### config.mk
export PLATFORM = sky130hd
export DESIGN_NAME = alu_control_sequencer
export DESIGN_NICKNAME = d
export VERILOG_FILES = /design/src/rtl/alu_control_sequencer.sv
export SDC_FILE = /design/constraint.sdc
export NUM_CORES = 1
export LEC_CHECK = 0
export CAP_MARGIN = 10
export CORE_MARGIN = 8
export CORE_UTILIZATION = 50
export DETAILED_ROUTE_END_ITERATION = 7
export DONT_BUFFER_PORTS = 1
export GPL_TIMING_DRIVEN = 0
export SLEW_MARGIN = 40
export SYNTH_ARGS = -nofsm -noshare
export SYNTH_HDL_FRONTEND = slang
export SYNTH_SLANG_ARGS = --single-unit
### constraint.sdc
create_clock -name clk -period 5.6 [get_ports clk]
set_input_delay 0.56 -clock clk [delete_from_list [all_inputs] [get_ports clk]]
set_output_delay 0.56 -clock clk [all_outputs]
set_load 0.005 [all_outputs]
### src/rtl/alu_control_sequencer.sv
// Hardwired Mini SRC control unit: fetch then one ALU-class execute sequence.
// Optional retired-instruction counter behind `define CU_INSTR_COUNT_EN.
module alu_control_sequencer #(
  parameter int             OPW      = 5,
  parameter int             NREG     = 16,
  parameter logic [OPW-1:0] INC_CODE = 5'b11111
) (
  input  logic            clk,
  input  logic            clr,
  input  logic            run,
  input  logic [31:0]     ir,
  output logic [OPW-1:0]  alu_control,
  output logic [NREG-1:0] rin,
  output logic [NREG-1:0] rout,
  output logic            pc_out,
  output logic            pc_in,
  output logic            mar_in,
  output logic            mdr_in,
  output logic            mdr_out,
  output logic            read,
  output logic            ir_in,
  output logic            y_in,
  output logic            zhi_in,
  output logic            zlo_in,
  output logic            zhi_out,
  output logic            zlo_out,
  output logic            hi_in,
  output logic            lo_in,
  output logic            halted,
`ifdef CU_INSTR_COUNT_EN
  output logic [31:0]     instr_count,
`endif
  output logic [3:0]      state_o
);

  typedef enum logic [3:0] {
    IDLE = 4'd0,
    T0   = 4'd1,
    T1   = 4'd2,
    T2   = 4'd3,
    T3   = 4'd4,
    T4   = 4'd5,
    T5   = 4'd6,
    T6   = 4'd7,
    HALT = 4'd8
  } state_t;

  state_t state, nxt;
  logic   last;

  logic [4:0] op;
  logic [3:0] ra, rb, rc;
  logic       is_3r, is_md, is_un, legal;
  logic [NREG-1:0] oh_a, oh_b, oh_c;
  logic       unused_ir;

  assign op = ir[31:27];
  assign ra = ir[26:23];
  assign rb = ir[22:19];
  assign rc = ir[18:15];
  assign unused_ir = ^ir[14:0];

  assign is_3r = (op >= 5'd3) && (op <= 5'd11);
  assign is_md = (op == 5'd15) || (op == 5'd16);
  assign is_un = (op == 5'd17) || (op == 5'd18);
  assign legal = is_3r | is_md | is_un;

  assign oh_a = NREG'(1) << ra;
  assign oh_b = NREG'(1) << rb;
  assign oh_c = NREG'(1) << rc;

  always_ff @(posedge clk or negedge clr) begin
    if (!clr) state <= IDLE;
    else      state <= nxt;
  end

  always_comb begin
    nxt         = state;
    last        = 1'b0;
    alu_control = '0;
    rin         = '0;
    rout        = '0;
    pc_out      = 1'b0;
    pc_in       = 1'b0;
    mar_in      = 1'b0;
    mdr_in      = 1'b0;
    mdr_out     = 1'b0;
    read        = 1'b0;
    ir_in       = 1'b0;
    y_in        = 1'b0;
    zhi_in      = 1'b0;
    zlo_in      = 1'b0;
    zhi_out     = 1'b0;
    zlo_out     = 1'b0;
    hi_in       = 1'b0;
    lo_in       = 1'b0;
    halted      = 1'b0;
    unique case (state)
      IDLE: if (run) nxt = T0;
      T0: begin
        pc_out      = 1'b1;
        mar_in      = 1'b1;
        alu_control = INC_CODE;
        zlo_in      = 1'b1;
        nxt         = T1;
      end
      T1: begin
        zlo_out = 1'b1;
        pc_in   = 1'b1;
        read    = 1'b1;
        mdr_in  = 1'b1;
        nxt     = T2;
      end
      T2: begin
        mdr_out = 1'b1;
        ir_in   = 1'b1;
        nxt     = legal ? T3 : HALT;
      end
      T3: begin
        nxt = T4;
        unique case (1'b1)
          is_md: begin
            rout = oh_a;
            y_in = 1'b1;
          end
          is_un: begin
            rout        = oh_b;
            alu_control = OPW'(op);
            zlo_in      = 1'b1;
          end
          default: begin
            rout = oh_b;
            y_in = 1'b1;
          end
        endcase
      end
      T4: begin
        unique case (1'b1)
          is_md: begin
            rout        = oh_b;
            alu_control = OPW'(op);
            zhi_in      = 1'b1;
            zlo_in      = 1'b1;
            nxt         = T5;
          end
          is_un: begin
            zlo_out = 1'b1;
            rin     = oh_a;
            last    = 1'b1;
          end
          default: begin
            rout        = oh_c;
            alu_control = OPW'(op);
            zlo_in      = 1'b1;
            nxt         = T5;
          end
        endcase
      end
      T5: begin
        zlo_out = 1'b1;
        if (is_md) begin
          lo_in = 1'b1;
          nxt   = T6;
        end else begin
          rin  = oh_a;
          last = 1'b1;
        end
      end
      T6: begin
        zhi_out = 1'b1;
        hi_in   = 1'b1;
        last    = 1'b1;
      end
      HALT: halted = 1'b1;
      default: nxt = IDLE;
    endcase
    // end of execute: chain straight into the next fetch when run is held
    if (last) nxt = run ? T0 : IDLE;
  end

  assign state_o = state;

`ifdef CU_INSTR_COUNT_EN
  always_ff @(posedge clk or negedge clr) begin
    if (!clr)     instr_count <= '0;
    else if (last) instr_count <= instr_count + 32'd1;
  end
`endif

endmodule

==> impl_metrics.prom, run 1 <==
# TYPE chip_impl_metric gauge
chip_impl_info{name="status",value="complete, no violations"} 1
chip_impl_metric{name="largest_reg_flops",unit=""} 4
chip_impl_metric{name="gpl.final_weighted_congestion",unit=""} 0.922
chip_impl_metric{name="setup_viol_count_final",unit=""} 0
chip_impl_info{name="rr_endpoint",value="state_o[2]$_DFFE_PN0P_"} 1
chip_impl_metric{name="cts_htree_levels",unit=""} 1
chip_impl_metric{name="final_worst_setup_slack",unit="ps"} 2830
chip_impl_metric{name="numCtsBuffers",unit=""} 3
chip_impl_metric{name="crit_buf_inv",unit=""} 2
chip_impl_metric{name="design.die.area",unit="sq um"} 4670
chip_impl_metric{name="num_rows",unit=""} 19
chip_impl_metric{name="number_of_cells_on_the_critical_path",unit=""} 6
chip_impl_metric{name="cp_data_arrival_time",unit="ps"} 2210
chip_impl_info{name="worstSetupPathType",value="reg2out"} 1
chip_impl_info{name="r2r-start",value="state_o[0]$_DFFE_PN0P_"} 1
chip_impl_metric{name="grt_max_degree",unit=""} 11
chip_impl_info{name="hold_class",value="in2async"} 1
chip_impl_info{name="worstSetupEndpointType",value="output port"} 1
chip_impl_metric{name="max-clock-path-buffers",unit=""} 2
chip_impl_metric{name="grt-ovfl-total",unit=""} 0
chip_impl_metric{name="post-cts-setup-buffer-count",unit=""} 0
chip_impl_metric{name="post-synth-top-area-fraction",unit="%"} 7.30
chip_impl_metric{name="first_global_vias",unit=""} 1584
chip_impl_metric{name="synth-edff-count",unit=""} 0
chip_impl_metric{name="dp.final_hpwl",unit="um"} 3740
chip_impl_metric{name="post-route-util",unit="%"} 53.3
chip_impl_metric{name="finish.net_count",unit=""} 246
chip_impl_metric{name="crit_fanout",unit=""} 10
chip_impl_info{name="grt_setup_unrepaired",value="no"} 1
chip_impl_metric{name="syn-cell-area",unit="sq um"} 1370
chip_impl_metric{name="timing_hold_violations_final",unit=""} 0
chip_impl_metric{name="cts.hold.buffers_added",unit=""} 0
chip_impl_metric{name="post-route-min-period",unit="ps"} 2770
chip_impl_metric{name="initial_utilization",unit="%"} 51.0
chip_impl_metric{name="antenna_found_initial",unit=""} 0
chip_impl_metric{name="first_pass_grt_wire_length",unit="um"} 7370
chip_impl_metric{name="power-per-cell-area",unit="nW/um^2"} 235
chip_impl_metric{name="clk_pin_slew",unit="ps"} 40
chip_impl_metric{name="max_slew_headroom",unit="%"} 62.2
chip_impl_metric{name="synthCells",unit=""} 206
chip_impl_metric{name="drt_wl_total",unit="um"} 4820
chip_impl_info{name="layout.cells.most_common",value="nor2_1"} 1
chip_impl_info{name="cts_tree",value="yes"} 1
chip_impl_info{name="critPathLaunchType",value="flip-flop"} 1
chip_impl_metric{name="holdWs",unit="ps"} 20.4
chip_impl_metric{name="design.core.area",unit="sq um"} 2690
chip_impl_metric{name="num_vias",unit=""} 1660
chip_impl_metric{name="final_antenna_net_count",unit=""} 0
chip_impl_metric{name="min_period_over_period",unit="%"} 49.4
chip_impl_metric{name="io_buffer_count",unit=""} 0
chip_impl_metric{name="final_max_slew_viol_count",unit=""} 0
chip_impl_metric{name="r2r_slack",unit="ps"} 3880
chip_impl_info{name="most_frequent_cells_in_the_layout",value="nor2_1 (22), a21oi_1 (20), nand2_1 (16)"} 1
chip_impl_metric{name="avgRoutedWirePerCell",unit="um"} 20.1
chip_impl_metric{name="synth.net_count",unit=""} 241
chip_impl_metric{name="ys_ff_latch",unit=""} 4
chip_impl_metric{name="accumulated_negative_setup_slack",unit="ps"} 0
chip_impl_metric{name="critical_path_rt",unit="ps"} 5040
chip_impl_metric{name="totalPowerFinal",unit="mW"} 0.337
chip_impl_metric{name="fp.dieW",unit="um"} 68.4
chip_impl_metric{name="finClkSkew",unit="ps"} 1.11
chip_impl_metric{name="tritoncts_num_sinks",unit=""} 4
chip_impl_metric{name="layoutNonFillerInstCount",unit=""} 240
chip_impl_metric{name="number_of_diodes",unit=""} 0
chip_impl_metric{name="gr-usage-all-layers",unit="%"} 19.7
chip_impl_metric{name="yosys_warnings",unit=""} 0
chip_impl_metric{name="cpPeakStageDelay",unit="ps"} 490
chip_impl_metric{name="firstDrtPassIters",unit=""} 5
chip_impl_metric{name="floorplan.die.height",unit="um"} 68.4
chip_impl_metric{name="synth-seq-area-share",unit="%"} 7.30
chip_impl_metric{name="maxCapViolCount",unit=""} 0
chip_impl_metric{name="placedCellCount",unit=""} 237
chip_impl_metric{name="pin_count",unit=""} 91
chip_impl_info{name="synth_top_flop_cell",value="dfrtp_1"} 1
chip_impl_info{name="post_synth_main_area_contributors",value="a21oi_1 (7.3%), dfrtp_1 (7.3%), o22ai_1 (6.4%)"} 1
chip_impl_metric{name="num-fill-cells",unit=""} 269
chip_impl_metric{name="synth_cell_types",unit=""} 45
chip_impl_info{name="worst_path_cell_trace",value="buf_2 > nand4bb_1 > clkbuf_1 > a21oi_1 > nand4b_1 > o22ai_1"} 1
chip_impl_metric{name="worstMarginPinSlew",unit="ps"} 559
chip_impl_metric{name="drc_errors",unit=""} 0
chip_impl_metric{name="cts_repair_resize_count",unit=""} 0
chip_impl_metric{name="ff2ff_path_depth",unit=""} 5
chip_impl_metric{name="avgSynthCellArea",unit="sq um"} 6.66
chip_impl_metric{name="finished_cell_area",unit="sq um"} 1430
chip_impl_metric{name="peak_supply_drop",unit="uV"} 298
chip_impl_metric{name="drt_iter0_drc",unit=""} 179
chip_impl_metric{name="placement.cell_area",unit="sq um"} 1410
chip_impl_metric{name="synth-async-reset-ratio",unit="%"} 100
chip_impl_metric{name="clock_insertion_delay_worst_skew",unit="ps"} 230
chip_impl_info{name="cp_top_family",value="compound AO/OA/AOI/OAI gates"} 1
chip_impl_metric{name="post_route_cells_drive_above_1_share",unit="%"} 15.3
chip_impl_metric{name="power_leakage",unit="nW"} 0.458
chip_impl_metric{name="area_delta_synth_final",unit="%"} 4.47
chip_impl_info{name="yosys.area.top_type",value="a21oi_1"} 1
chip_impl_metric{name="route.detailed.vias_per_inst",unit=""} 6.92
chip_impl_metric{name="max_clock_freq",unit="MHz"} 362
chip_impl_info{name="critical-path-slowest-cell",value="a21oi_1"} 1
chip_impl_info{name="cts_root_buffer",value="clkbuf_4"} 1
chip_impl_metric{name="dp_worst_setup_slack",unit="ps"} 2980
==> worst max path at each step <==
stage / from / to
3_5_place_dp: ir[30] / rout[12]
6_report: state_o[2]$_DFFE_PN0P_ / rout[3]
2_1_floorplan: ir[30] / rin[10]
5_1_grt: state_o[2]$_DFFE_PN0P_ / rout[1]
4_1_cts: state_o[1]$_DFFE_PN0P_ / rout[11]
3_3_place_gp: ir[30] / rout[12]
==> where the power goes <==
part / switching [mW] / internal [mW]
Combinational: 0.155 / 0.0929
Clock: 0.0118 / 0.0240
Sequential: 0.0120 / 0.0413
Total: 0.179 / 0.158
==> cell type report <==
type / instances / area (sq um) / area share [%]
buffer: 22 / 136 / 9.52
clock buffer: 3 / 22.5 / 1.57
sequential: 4 / 100 / 6.99
tap: 31 / 38.8 / 2.71
inverter: 3 / 11.3 / 0.786
multi-input combinational: 177 / 1120 / 78.4
==> worst reg2reg max path: stages (launching register included) <==
cell	delay, ps
dfrtp_1	400
clkbuf_1	340
nand2_1	200
a2111oi_0	350
a211oi_1	130
nor3b_1	200
==> synthesized netlist by cell type (all sizes together), types with 3 or more instances <==
cell type  instances
or2                4
mux2i              3
dfrtp              4
a21boi             4
nor2b              6
o22ai             14
a21oi             20
a2111oi            4
nor2              22
nor4               7
nand2b            12
nor3              17
nand3              8
a221oi             9
clkbuf             9
inv                3
o21ai              3
nand2             16
and2               5
buf               13
==> metal layers <==
layer / global-route usage, % / up-vias / wire (um) / share of wire [%]
met5: 0 / - / 0 / 0
met4: 4.09 / 0 / 50 / 1.0
met3: 6.55 / 6 / 599 / 12
met2: 34.0 / 103 / 2310 / 48
met1: 23.2 / 759 / 1870 / 39
li1: - / 792 / - / -
==> logic make-up (layout without fill, tap and decap cells) <==
family | count (synthesis) | after routing | synth area share, %
simple gates | 106 | 106 | 45.4
compound gates | 66 | 66 | 32.8
buf+inv | 25 | 28 | 10.8
mux | 4 | 4 | 3.01
flops | 4 | 4 | 7.30
xor+xnor | 1 | 1 | 0.639
(Power assumes the default switching activity.)
==> run 2: changes to the inputs <==
Clock period 5.6 ns to 2.85 ns, I/O delays scaled along.
==> impl_metrics.prom, run 2 (synthesized netlist as in run 1, its figures left out) <==
# TYPE chip_impl_metric gauge
chip_impl_metric{name="routed-wl-met2",unit="um"} 2300
chip_impl_info{name="rr_endpoint",value="state_o[2]$_DFFE_PN0P_"} 1
chip_impl_metric{name="holdWs",unit="ps"} 283
chip_impl_info{name="critPathLaunchType",value="flip-flop"} 1
chip_impl_metric{name="cp_data_arrival_time",unit="ps"} 2190
chip_impl_metric{name="cts_repair_resize_count",unit=""} 0
chip_impl_metric{name="initial_utilization",unit="%"} 51.0
chip_impl_metric{name="gpl.final_weighted_congestion",unit=""} 0.922
chip_impl_info{name="cts_root_buffer",value="clkbuf_4"} 1
chip_impl_metric{name="p_sw",unit="mW"} 0.353
chip_impl_metric{name="final_antenna_net_count",unit=""} 0
chip_impl_metric{name="num_rows",unit=""} 19
chip_impl_metric{name="post-route-util",unit="%"} 53.7
chip_impl_metric{name="tritoncts_num_sinks",unit=""} 4
chip_impl_metric{name="power_leakage",unit="nW"} 0.463
chip_impl_metric{name="post-cts-setup-buffer-count",unit=""} 0
chip_impl_info{name="critical_path.endpoint",value="rout[12]"} 1
chip_impl_metric{name="pin_count",unit=""} 91
chip_impl_metric{name="share_of_power_burned_in_the_clock_network",unit="%"} 10.6
chip_impl_info{name="worstSetupPathType",value="reg2out"} 1
chip_impl_metric{name="antenna_found_initial",unit=""} 0
chip_impl_metric{name="min_period_over_period",unit="%"} 86.8
chip_impl_info{name="layout.cells.most_common",value="nor2_1"} 1
chip_impl_metric{name="fp.dieW",unit="um"} 68.4
chip_impl_metric{name="grt_max_degree",unit=""} 11
chip_impl_metric{name="avgRoutedWirePerCell",unit="um"} 20.0
chip_impl_metric{name="finClkSkew",unit="ps"} 1.68
chip_impl_metric{name="route.detailed.vias_per_inst",unit=""} 6.83
chip_impl_metric{name="drt_iter0_drc",unit=""} 190
chip_impl_metric{name="post_route_cells_drive_above_1_share",unit="%"} 15.2
chip_impl_info{name="worstSetupEndpointType",value="output port"} 1
chip_impl_metric{name="floorplan.die.height",unit="um"} 68.4
chip_impl_metric{name="power-per-cell-area",unit="nW/um^2"} 460
chip_impl_metric{name="cts_htree_levels",unit=""} 1
chip_impl_metric{name="dp_worst_setup_slack",unit="ps"} 636
chip_impl_metric{name="accumulated_negative_setup_slack",unit="ps"} 0
chip_impl_metric{name="internal_power",unit="mW"} 0.312
chip_impl_info{name="hold_class",value="in2reg"} 1
chip_impl_info{name="status",value="complete, no violations"} 1
chip_impl_metric{name="drc_errors",unit=""} 0
chip_impl_info{name="critical-path-slowest-cell",value="or4b_1"} 1
chip_impl_metric{name="post-route-min-period",unit="ps"} 2470
chip_impl_metric{name="met3_length",unit="um"} 583
chip_impl_info{name="r2r-start",value="state_o[0]$_DFFE_PN0P_"} 1
chip_impl_metric{name="dp.final_hpwl",unit="um"} 3740
chip_impl_metric{name="crit_fanout",unit=""} 10
chip_impl_metric{name="io_buffer_count",unit=""} 0
chip_impl_metric{name="peak_supply_drop",unit="uV"} 587
chip_impl_metric{name="design.die.area",unit="sq um"} 4670
chip_impl_metric{name="ff2ff_path_depth",unit=""} 5
chip_impl_metric{name="area_delta_synth_final",unit="%"} 5.20
chip_impl_metric{name="design.core.area",unit="sq um"} 2690
chip_impl_metric{name="max_slew_headroom",unit="%"} 62.2
chip_impl_metric{name="firstDrtPassIters",unit=""} 5
chip_impl_metric{name="drt_wl_total",unit="um"} 4820
chip_impl_metric{name="p_sw_share",unit="%"} 53.1
chip_impl_info{name="critical_path.most_common_cell",value="buf_2"} 1
chip_impl_metric{name="finish.net_count",unit=""} 247
chip_impl_metric{name="layoutNonFillerInstCount",unit=""} 241
chip_impl_metric{name="r2r_slack",unit="ps"} 1150
chip_impl_info{name="most_frequent_cells_in_the_layout",value="nor2_1 (22), a21oi_1 (20), nand2_1 (16)"} 1
chip_impl_info{name="cp-startpoint",value="state_o[1]$_DFFE_PN0P_"} 1
chip_impl_metric{name="clock_insertion_delay_worst_skew",unit="ps"} 230
chip_impl_metric{name="gr-usage-all-layers",unit="%"} 19.7
chip_impl_metric{name="largest_reg_flops",unit=""} 4
chip_impl_metric{name="placedCellCount",unit=""} 237
chip_impl_metric{name="final_worst_setup_slack",unit="ps"} 377
chip_impl_metric{name="timing_hold_violations_final",unit=""} 0
chip_impl_metric{name="first_global_vias",unit=""} 1585
chip_impl_metric{name="setup_viol_count_final",unit=""} 0
chip_impl_metric{name="max_clock_freq",unit="MHz"} 404
chip_impl_info{name="grt_setup_unrepaired",value="no"} 1
chip_impl_info{name="cts_tree",value="yes"} 1
chip_impl_metric{name="combPwrFrac",unit="%"} 73.7
chip_impl_metric{name="num_vias",unit=""} 1646
chip_impl_metric{name="max-clock-path-buffers",unit=""} 2
chip_impl_metric{name="critical_path_rt",unit="ps"} 2570
chip_impl_metric{name="cpPeakStageDelay",unit="ps"} 500
chip_impl_metric{name="maxCapViolCount",unit=""} 0
chip_impl_metric{name="grt-ovfl-total",unit=""} 0
chip_impl_metric{name="numCtsBuffers",unit=""} 3
chip_impl_metric{name="number_of_diodes",unit=""} 0
chip_impl_metric{name="final_max_slew_viol_count",unit=""} 0
chip_impl_metric{name="p_seq_share",unit="%"} 15.7
chip_impl_info{name="topRoutingLayerUsed",value="met4"} 1
chip_impl_metric{name="clk_pin_slew",unit="ps"} 40
chip_impl_metric{name="worstMarginPinSlew",unit="ps"} 559
chip_impl_metric{name="first_pass_grt_wire_length",unit="um"} 7380
chip_impl_metric{name="met1_length",unit="um"} 1890
chip_impl_info{name="worst_path_cell_trace",value="buf_2 > or4b_1 > buf_2 > nor2_1 > a221oi_1 > o22ai_1"} 1
[run 2: layout make-up]
| class | count | area (sq um) |
|---|---|---|
| plain buffers | 22 | 136 |
| clock buffers | 3 | 22.5 |
| fillers | 268 | 1240 |
| inverters | 3 | 11.3 |
| multi-input cells | 177 | 1120 |
| flip-flops and latches | 4 | 100 |
| well taps | 31 | 38.8 |
| repair buffers | 1 | 10.0 |
[run 2: through the flow]
stage / power (mW) / instance area (sq um)
floorplan: 0.495 / 1370
global placement: 0.583 / 1410
detailed placement: 0.592 / 1410
CTS: 0.668 / 1440
global route: 0.737 / 1440
finish: 0.664 / 1440
[run 2: how the worst min path moves through the flow]
stage	endpoint	cells after the start	startpoint
final	state_o[0]$_DFFE_PN0P_	2	run
after global routing	state_o[0]$_DFFE_PN0P_	2	run
after CTS	state_o[0]$_DFFE_PN0P_	2	run
after detailed placement	state_o[2]$_DFFE_PN0P_	0	clr
after global placement	state_o[2]$_DFFE_PN0P_	0	clr
after floorplan	state_o[0]$_DFFE_PN0P_	0	clr
[run 2: repair_timing]
| action | 4_1_cts | 5_1_grt |
|---|---|---|
| endpoints found under the hold margin | 4 | 0 |
| setup endpoints to repair | 0 | 0 |
| hold buffers | 1 | 0 |
[run 2: worst max-delay path, delay by kind of cell, from the launching register on]
family	cells	cell delay (ps)
and+or+nand+nor	2	780
DFF	1	400
AOI/OAI and AO/OA	2	390
buffers and inverters	2	380
[run 2: metal layers]
layer | global-route usage [%] | vias up
li1 | - | 795
met3 | 6.55 | 8
met4 | 4.09 | 0
met1 | 23.3 | 741
met2 | 34.0 | 102
met5 | 0 | -
[run 2: power groups by stage]
stage	Clock [mW]	Combinational, mW	Sequential, mW
after global placement	0	0.478	0.105
after floorplan	0	0.396	0.0990
after global routing	0.0786	0.549	0.109
after CTS	0.0731	0.490	0.106
after detailed placement	0	0.486	0.106
final	0.0703	0.489	0.105
